`src/rtl/clk_div_prog.sv`:
```
// Runtime-programmable integer clock divider with shadowed divisor/high-time settings.
// Optional phase-restart input enabled by defining CLKDIV_SYNC_EN.
module clk_div_prog #(
    parameter int CNT_W        = 16,
    parameter int DIV_DEFAULT  = 50,
    parameter int HIGH_DEFAULT = 25
) (
    input  logic             clk,
    input  logic             rst,
    input  logic             en,
    input  logic [CNT_W-1:0] div_val,
    input  logic [CNT_W-1:0] high_val,
    input  logic             load,
`ifdef CLKDIV_SYNC_EN
    input  logic             sync,
`endif
    output logic             pend,
    output logic [CNT_W-1:0] count,
    output logic             clk_out,
    output logic             tick
);

    localparam logic [CNT_W-1:0] DIV_RST  = CNT_W'(DIV_DEFAULT);
    localparam logic [CNT_W-1:0] HIGH_RST = CNT_W'(HIGH_DEFAULT);
    localparam logic [CNT_W-1:0] DIV_MIN  = CNT_W'(2);

    logic [CNT_W-1:0] div_a, high_a, div_s, high_s;
    logic [CNT_W-1:0] count_n, div_a_n, high_a_n, div_s_n, high_s_n;
    logic             pend_n, tick_n, clk_out_n;
    logic [CNT_W-1:0] ld_div;
    logic             wrap, sync_hit, restart;

`ifdef CLKDIV_SYNC_EN
    assign sync_hit = sync;
`else
    assign sync_hit = 1'b0;
`endif

    // Divisors below 2 would make the counter wrap every cycle with no low phase.
    assign ld_div  = (div_val < DIV_MIN) ? DIV_MIN : div_val;
    assign wrap    = en && (count == (div_a - CNT_W'(1)));
    assign restart = sync_hit || wrap;

    always_comb begin
        count_n  = count;
        tick_n   = 1'b0;
        pend_n   = pend;
        div_a_n  = div_a;
        high_a_n = high_a;
        div_s_n  = div_s;
        high_s_n = high_s;

        if (load) begin
            div_s_n  = ld_div;
            high_s_n = high_val;
            pend_n   = 1'b1;
        end

        if (sync_hit) begin
            count_n = '0;
        end else if (wrap) begin
            count_n = '0;
            tick_n  = 1'b1;
        end else if (en) begin
            count_n = count + CNT_W'(1);
        end

        // A load coinciding with a period boundary bypasses the shadow.
        if (restart) begin
            if (load) begin
                div_a_n  = ld_div;
                high_a_n = high_val;
                pend_n   = 1'b0;
            end else if (pend) begin
                div_a_n  = div_s;
                high_a_n = high_s;
                pend_n   = 1'b0;
            end
        end

        clk_out_n = (count_n < high_a_n);
    end

    always_ff @(posedge clk) begin
        if (rst) begin
            count   <= '0;
            tick    <= 1'b0;
            pend    <= 1'b0;
            div_a   <= DIV_RST;
            high_a  <= HIGH_RST;
            div_s   <= DIV_RST;
            high_s  <= HIGH_RST;
            clk_out <= (HIGH_DEFAULT != 0);
        end else begin
            count   <= count_n;
            tick    <= tick_n;
            pend    <= pend_n;
            div_a   <= div_a_n;
            high_a  <= high_a_n;
            div_s   <= div_s_n;
            high_s  <= high_s_n;
            clk_out <= clk_out_n;
        end
    end

endmodule

```
`config.mk`:
```
export PLATFORM = sky130hd
export DESIGN_NAME = clk_div_prog
export DESIGN_NICKNAME = d
export VERILOG_FILES = /design/src/rtl/clk_div_prog.sv
export SDC_FILE = /design/constraint.sdc
export NUM_CORES = 1
export LEC_CHECK = 0
export ABC_AREA = 1
export CAP_MARGIN = 20
export CORE_MARGIN = 2
export CORE_UTILIZATION = 61
export DETAILED_ROUTE_END_ITERATION = 10
export PLACE_DENSITY = 0.86
export SYNTH_ARGS = -nofsm -noshare
export SYNTH_HDL_FRONTEND = slang
export SYNTH_SLANG_ARGS = --single-unit
```
`constraint.sdc`:
```
create_clock -name clk -period 4.95 [get_ports clk]
set_input_delay 1.2375 -clock clk [delete_from_list [all_inputs] [get_ports clk]]
set_output_delay 1.2375 -clock clk [all_outputs]
set_load 0.03 [all_outputs]
```
==> impl_results.md <==
- DR iter-0 viols: 286
- Root buffer selected by CTS: clkbuf_8
- Max Slew Vio Count: 0
- Mapped Avg Cell Area: 6.87 um^2
- GRT Total Usage: 29.7%
- Post-route non-filler standard cell count: 821
- Most frequent cells in the layout: nand2_1 (178), nor2_1 (98), dfxtp_1 (83)
- Hold Path Class: flip-flop to flip-flop
- Flip-flop and latch area: 1660 um^2
- Setup crit end kind: flip-flop
- Most common cell after layout, fill and taps aside: nand2_1
- Clock latency on the worst-skew pair: 0.35 ns
- TritonCTS clock tree: done
- Postcts setup bufs: 0
- Vias in the first global route: 4267
- Routed wire length per instance: 14.4 um
- GR Overflow Total: 0
- CTS H-tree depth: 3
- Slew @ Worst Pin: 0.782 ns
- CTS Buf Count: 9
- Arrival @ worst endpoint: 4.33 ns
- Synth warn: 0
- CP startpoint: en
- DP HPWL: 8860 um
- Starting Density: 63.5%
- CTS Hold Buffers Added: 0
- Skew final: 0.0121 ns
- Largest net degree at the start of global routing: 59
- Placed Cells: 806
- Cell area after synthesis: 4630 um^2
- Nets: 771
- Worst r2r src: div_a[0]
- Synth top area share: 35.9%
- Final period utilization: 81.8%
- Via count: 4477
- Routed vias/inst: 5.45
- Pre-Repair DR Iteration Count: 6
- Core area: 7290 um^2
- Footprint of the multi-input gates: 2590 um^2
- RSZ-0062 raised after global routing: no
- Cts repair resizes: 0
- Worst Path Required: 5.24 ns
- N_diodes: 0
- Status: finished, final reports clean
- Reg clk slew, reported paths: 0.08 ns
- Synth unique cells: 35
- Area growth syn-to-layout: 16.9%
- Highest clock rate: 247 MHz
- Row count: 31
- Slew headroom: 47.8%
- Share of cells above drive strength 1: 6.65%
- Die Area: 8310 um^2
- Cell count after synthesis: 674
- Drt total wl: 11800 um
- P_leak: 0.00255 uW
- PortBufs: 54
- GP Congestion: 0.924
- Clock Path Buffers: 2
- WHS: 0.468 ns
- Top cells by area, synth: dfxtp_1 (36%), nand2_1 (14%), nor2_1 (7.9%), a21oi_1 (5.2%), inv_1 (5.0%)
- Worst setup path class: input port to flip-flop
- Initial antenna violation count: 0
- Max VDD drop: 285 uV
- Residual DRC count: 0
- Global-route wire length before repair: 19900 um
- Fill count: 614
- Worst-path maximum fanout: 36
- Ports: 55
- Critical Path Start Type: input port
- Final hold viol count: 0
- Setup TNS: 0 ns
- Power Dens Cells: 253 nW/um^2
- Seq/Total Area, Yosys: 35.9%
- Sink Count: 83
- Area leader, netlist: dfxtp_1
- Die height: 91.1 um
- # Max-Cap Violations: 0
- #FFs+latches synth: 83
- Synthesized Nets: 727
- Crit path time final: 4.05 ns
- Antenna-violating nets left: 0
- Final setup fails: 0
- Hold Startpoint: high_s[10]
- Die Wd: 91.1 um
==> kinds of logic after synthesis <==
group,Yosys count,synth area share [%]
AOI/OAI and AO/OA,95,11.8
and+or+nand+nor,353,32.4
muxes,14,3.03
xor gates and xnor gates,22,4.16
DFF,83,35.9
buffers and inverters,90,8.13
adders and majority gates,17,4.59
==> registers in the layout, indices dropped and copies added, names as in the netlist <==
signal   count
clk_out      1
count       16
div_a       16
div_s       16
high_a      16
high_s      16
pend         1
tick         1
==> through the flow <==
| step | area [um^2] | total power (uW) | setup WS, ns | utilization [%] |
|---|---|---|---|---|
| 6_report | 5410 | 1370 | 0.901 | 74.2 |
| 3_5_place_dp | 5190 | 836 | 0.600 | 71.2 |
| 3_3_place_gp | 5190 | 833 | 0.709 | 71.2 |
| 4_1_cts | 5410 | 1370 | 0.941 | 74.2 |
| 5_1_grt | 5410 | 1420 | 0.567 | 74.2 |
| 2_1_floorplan | 4630 | 782 | 1.56 | - |
==> worst paths after layout <==
path                      to  cells past startpoint  slack (ns)
hold reg to reg   high_s[10]                      2        0.47
hold / removal    high_s[10]                      2        0.47
setup reg to reg     clk_out                     19        1.51
setup / recovery     clk_out                     18        0.90
==> routing by layer <==
metal	wire, um	track usage (%)	vias to the layer above
li1	-	-	2267
met1	5460	39.6	2049
met2	5400	48.9	140
met3	672	3.90	21
met4	267	11.4	0
met5	0	0	-
==> cells in the mapped netlist (all sizes together) <==
library cell / instances
nand2: 181
nor2: 111
dfxtp: 83
inv: 64
a21oi: 48
nand3: 34
o21ai: 21
o211ai: 18
ha: 17
xor2: 16
clkbuf: 15
mux2i: 14
buf: 10
nor3: 8
nand4: 7
or2: 6
xnor2: 6
nor4: 5
o21a: 5
a211oi: 2
and2: 1
clkinv: 1
o221a: 1
==> layout make-up <==
cell class                 count  share of cell area, %
multi-input combinational    501                   47.9
sequential                    83                   30.7
timing repair buffer          58                   10.4
inverter                      65                   4.51
clock buffer                  11                   2.80
tap                           99                   2.29
clock inverter                 4                   1.36
==> critical path, stage by stage <==
cell and delay [ns]:
clkdlybuf4s50_1 0.66, nand3_1 0.12, nor2_1 0.10, nand2_1 0.07, nor2_1 0.08, nand3_1 0.08
nor2_2 0.10, nand4_2 0.09, inv_2 0.43, o211ai_1 0.16, o21ai_1 0.16, ha_1 0.28
a21oi_1 0.15, nor2_1 0.06, a211oi_1 0.20, o221a_2 0.23, nand2_1 0.05, nand2_1 0.05
==> power by group <==
group          internal, uW  switching [uW]  total [uW]  leakage [uW]
Sequential              685            12.7         697      0.000676
Combinational          55.3            70.8         126       0.00176
Clock                   309             237         546      0.000115
Total                  1050             320        1370       0.00255
Power figures use the tool's default switching activity.
==> variant, RTL diff (same settings) <==
`CNT_W`: 16 -> 32.
--- a/src/rtl/clk_div_prog.sv
+++ b/src/rtl/clk_div_prog.sv
@@ -2,5 +2,5 @@
 // Optional phase-restart input enabled by defining CLKDIV_SYNC_EN.
 module clk_div_prog #(
-    parameter int CNT_W        = 16,
+    parameter int CNT_W        = 32,
     parameter int DIV_DEFAULT  = 50,
     parameter int HIGH_DEFAULT = 25
Interface: changed (resized count, div_val and high_val); port bits go from 55 to 103. The function was not compared with the original's and may differ.
==> variant against the unedited design <==
Clock power rose to 2.6 times the old value. Worst setup slack got worse by 0.53 ns. Synthesized area is 94% higher. Clock skew is 0.0036 ns lower. Routed wire length up 110%. Core utilization hardly changed. Total power increased by 120%. Cell area is 99% higher. Sequential cell count increased by 80.
==> variant: results (changes against the unedited design) <==
* Mapped Cells at 1,287 (+91%)
* Post-synthesis net count at 1,388 (+91%)
* Cell variety after synth at 43 (+23%)
* Mux share of post-synthesis cell area at 0.0345 (+0.00425)
* HPWL after DPL at 17,700 um (+100%)
* Tot GR Track Use at 0.315 (+0.0183)
* CTS buffer count at 17 (+8)
* Initial detailed-routing violation count at 826 (+190%)
* Complex-gate fraction of the synthesized area at 0.117 (-0.00117)
* First-pass GRT wire length at 40,400 um (+100%)
* Seq/Total Area, Yosys at 0.363 (+0.00410)
* Slowest cell delay on critical path at 0.49 ns (-0.17 ns)
* Clock skew at 0.00856 ns (-0.00357 ns)
* Vias in the first global route at 8,325 (+95%)
* Reg2Reg Depth at 25 (+6)
* VDD IR max at 0.284 mV (-0.36%)
* GPL Wtd Cong at 0.953 (+3.2%)
* Adder-Cell Fraction of Synth Area at 0.0459 (about the same)
* Largest net degree at the start of global routing at 103 (+75%)
* DP Area at 10,100 um^2 (+94%)
* CTS H-tree lvls at 4 (+1)
* Synth top area cells: dfxtp_1, nand2_1, nor2_1
* Pleak at 4.89 nW (+92%)
* Vias per cell at 5.64 (+3.4%)
* Nets at 1,462 (+90%)
* Final non-filler cell total at 1,558 (+90%)
* Skew-Pair Late Insertion Delay at 0.43 ns (+0.08 ns)
* CTS root buffer: clkbuf_16
* Worst rel slew slack at 0.284 (-0.194)
* Clock Power Share at 0.473 (+0.074)
* Outcome: finished clean
* Share of cells above drive strength 1 at 0.0539 (-0.0126)
* Final WL at 24,600 um (+110%)
* Sw Share at 0.243 (+0.00937)
* Area share of xor/xnor cells in the synthesized design at 0.0545 (+0.0129)
==> variant: cell types whose count changed after synthesis, sizes merged, moves of 18 or more <==
cell	unedited run	this run
nor3	8	40
o21a	5	23
o21ai	21	79
nor2	111	219
a21oi	48	75
nand3	34	61
xor2	16	35
nand2	181	317
clkbuf	15	33
dfxtp	83	163
==> variant: path summary, 6_finish.rpt <==
path / start / end / slack (ns)
setup / recovery: en / clk_out / 0.38
setup reg to reg: div_a[0] / clk_out / 0.87
hold reg to reg: high_s[4] / high_s[4] / 0.46
hold / removal: high_s[4] / high_s[4] / 0.46
==> variant: cell families (layout without fill, tap and decap cells) <==
group                      Yosys count  after routing
muxes                               31             31
DFF                                163            163
and+or+nand+nor                    677            677
buffers and inverters              136            223
adders and majority gates           33             33
xor gates and xnor gates            56             56
AOI/OAI and AO/OA                  191            191
==> variant: critical path: cells and delay by family <==
kind	cells	cell delay [ns]
simple gates	16	2.48
xor+xnor	1	0.26
buf+inv	2	0.57
fa+ha+maj	1	0.32
==> variant: what timing repair did <==
action	CTS	global route
gates resized for setup	0	2
buffers inserted	0	0
endpoints found under the setup margin	0	1
hold buffers	0	0
==> variant: power groups by stage <==
stage	sequential, mW	combinational (mW)	clock (mW)
final	1.35	0.223	1.41
after global routing	1.36	0.246	1.49
after CTS	1.35	0.219	1.42
after detailed placement	1.38	0.217	0
after global placement	1.38	0.212	0
after floorplan	1.39	0.117	0
==> variant: cell type report <==
| type | count | area, um^2 |
|---|---|---|
| Tap cell | 184 | 230 |
| Multi-Input combinational cell | 988 | 5180 |
| Inverter | 80 | 302 |
| Sequential cell | 163 | 3260 |
| Fill cell | 1100 | 3730 |
| Timing Repair Buffer | 111 | 1130 |
| Clock buffer | 17 | 425 |
| Clock inverter | 15 | 219 |
==> variant: metal layers <==
layer | vias to the layer above | track usage | wire, um
met5 | - | 0 | 0
met4 | 0 | 0.135 | 793
met3 | 58 | 0.0548 | 1470
met2 | 328 | 0.539 | 12100
met1 | 4007 | 0.391 | 10200
li1 | 4390 | - | -
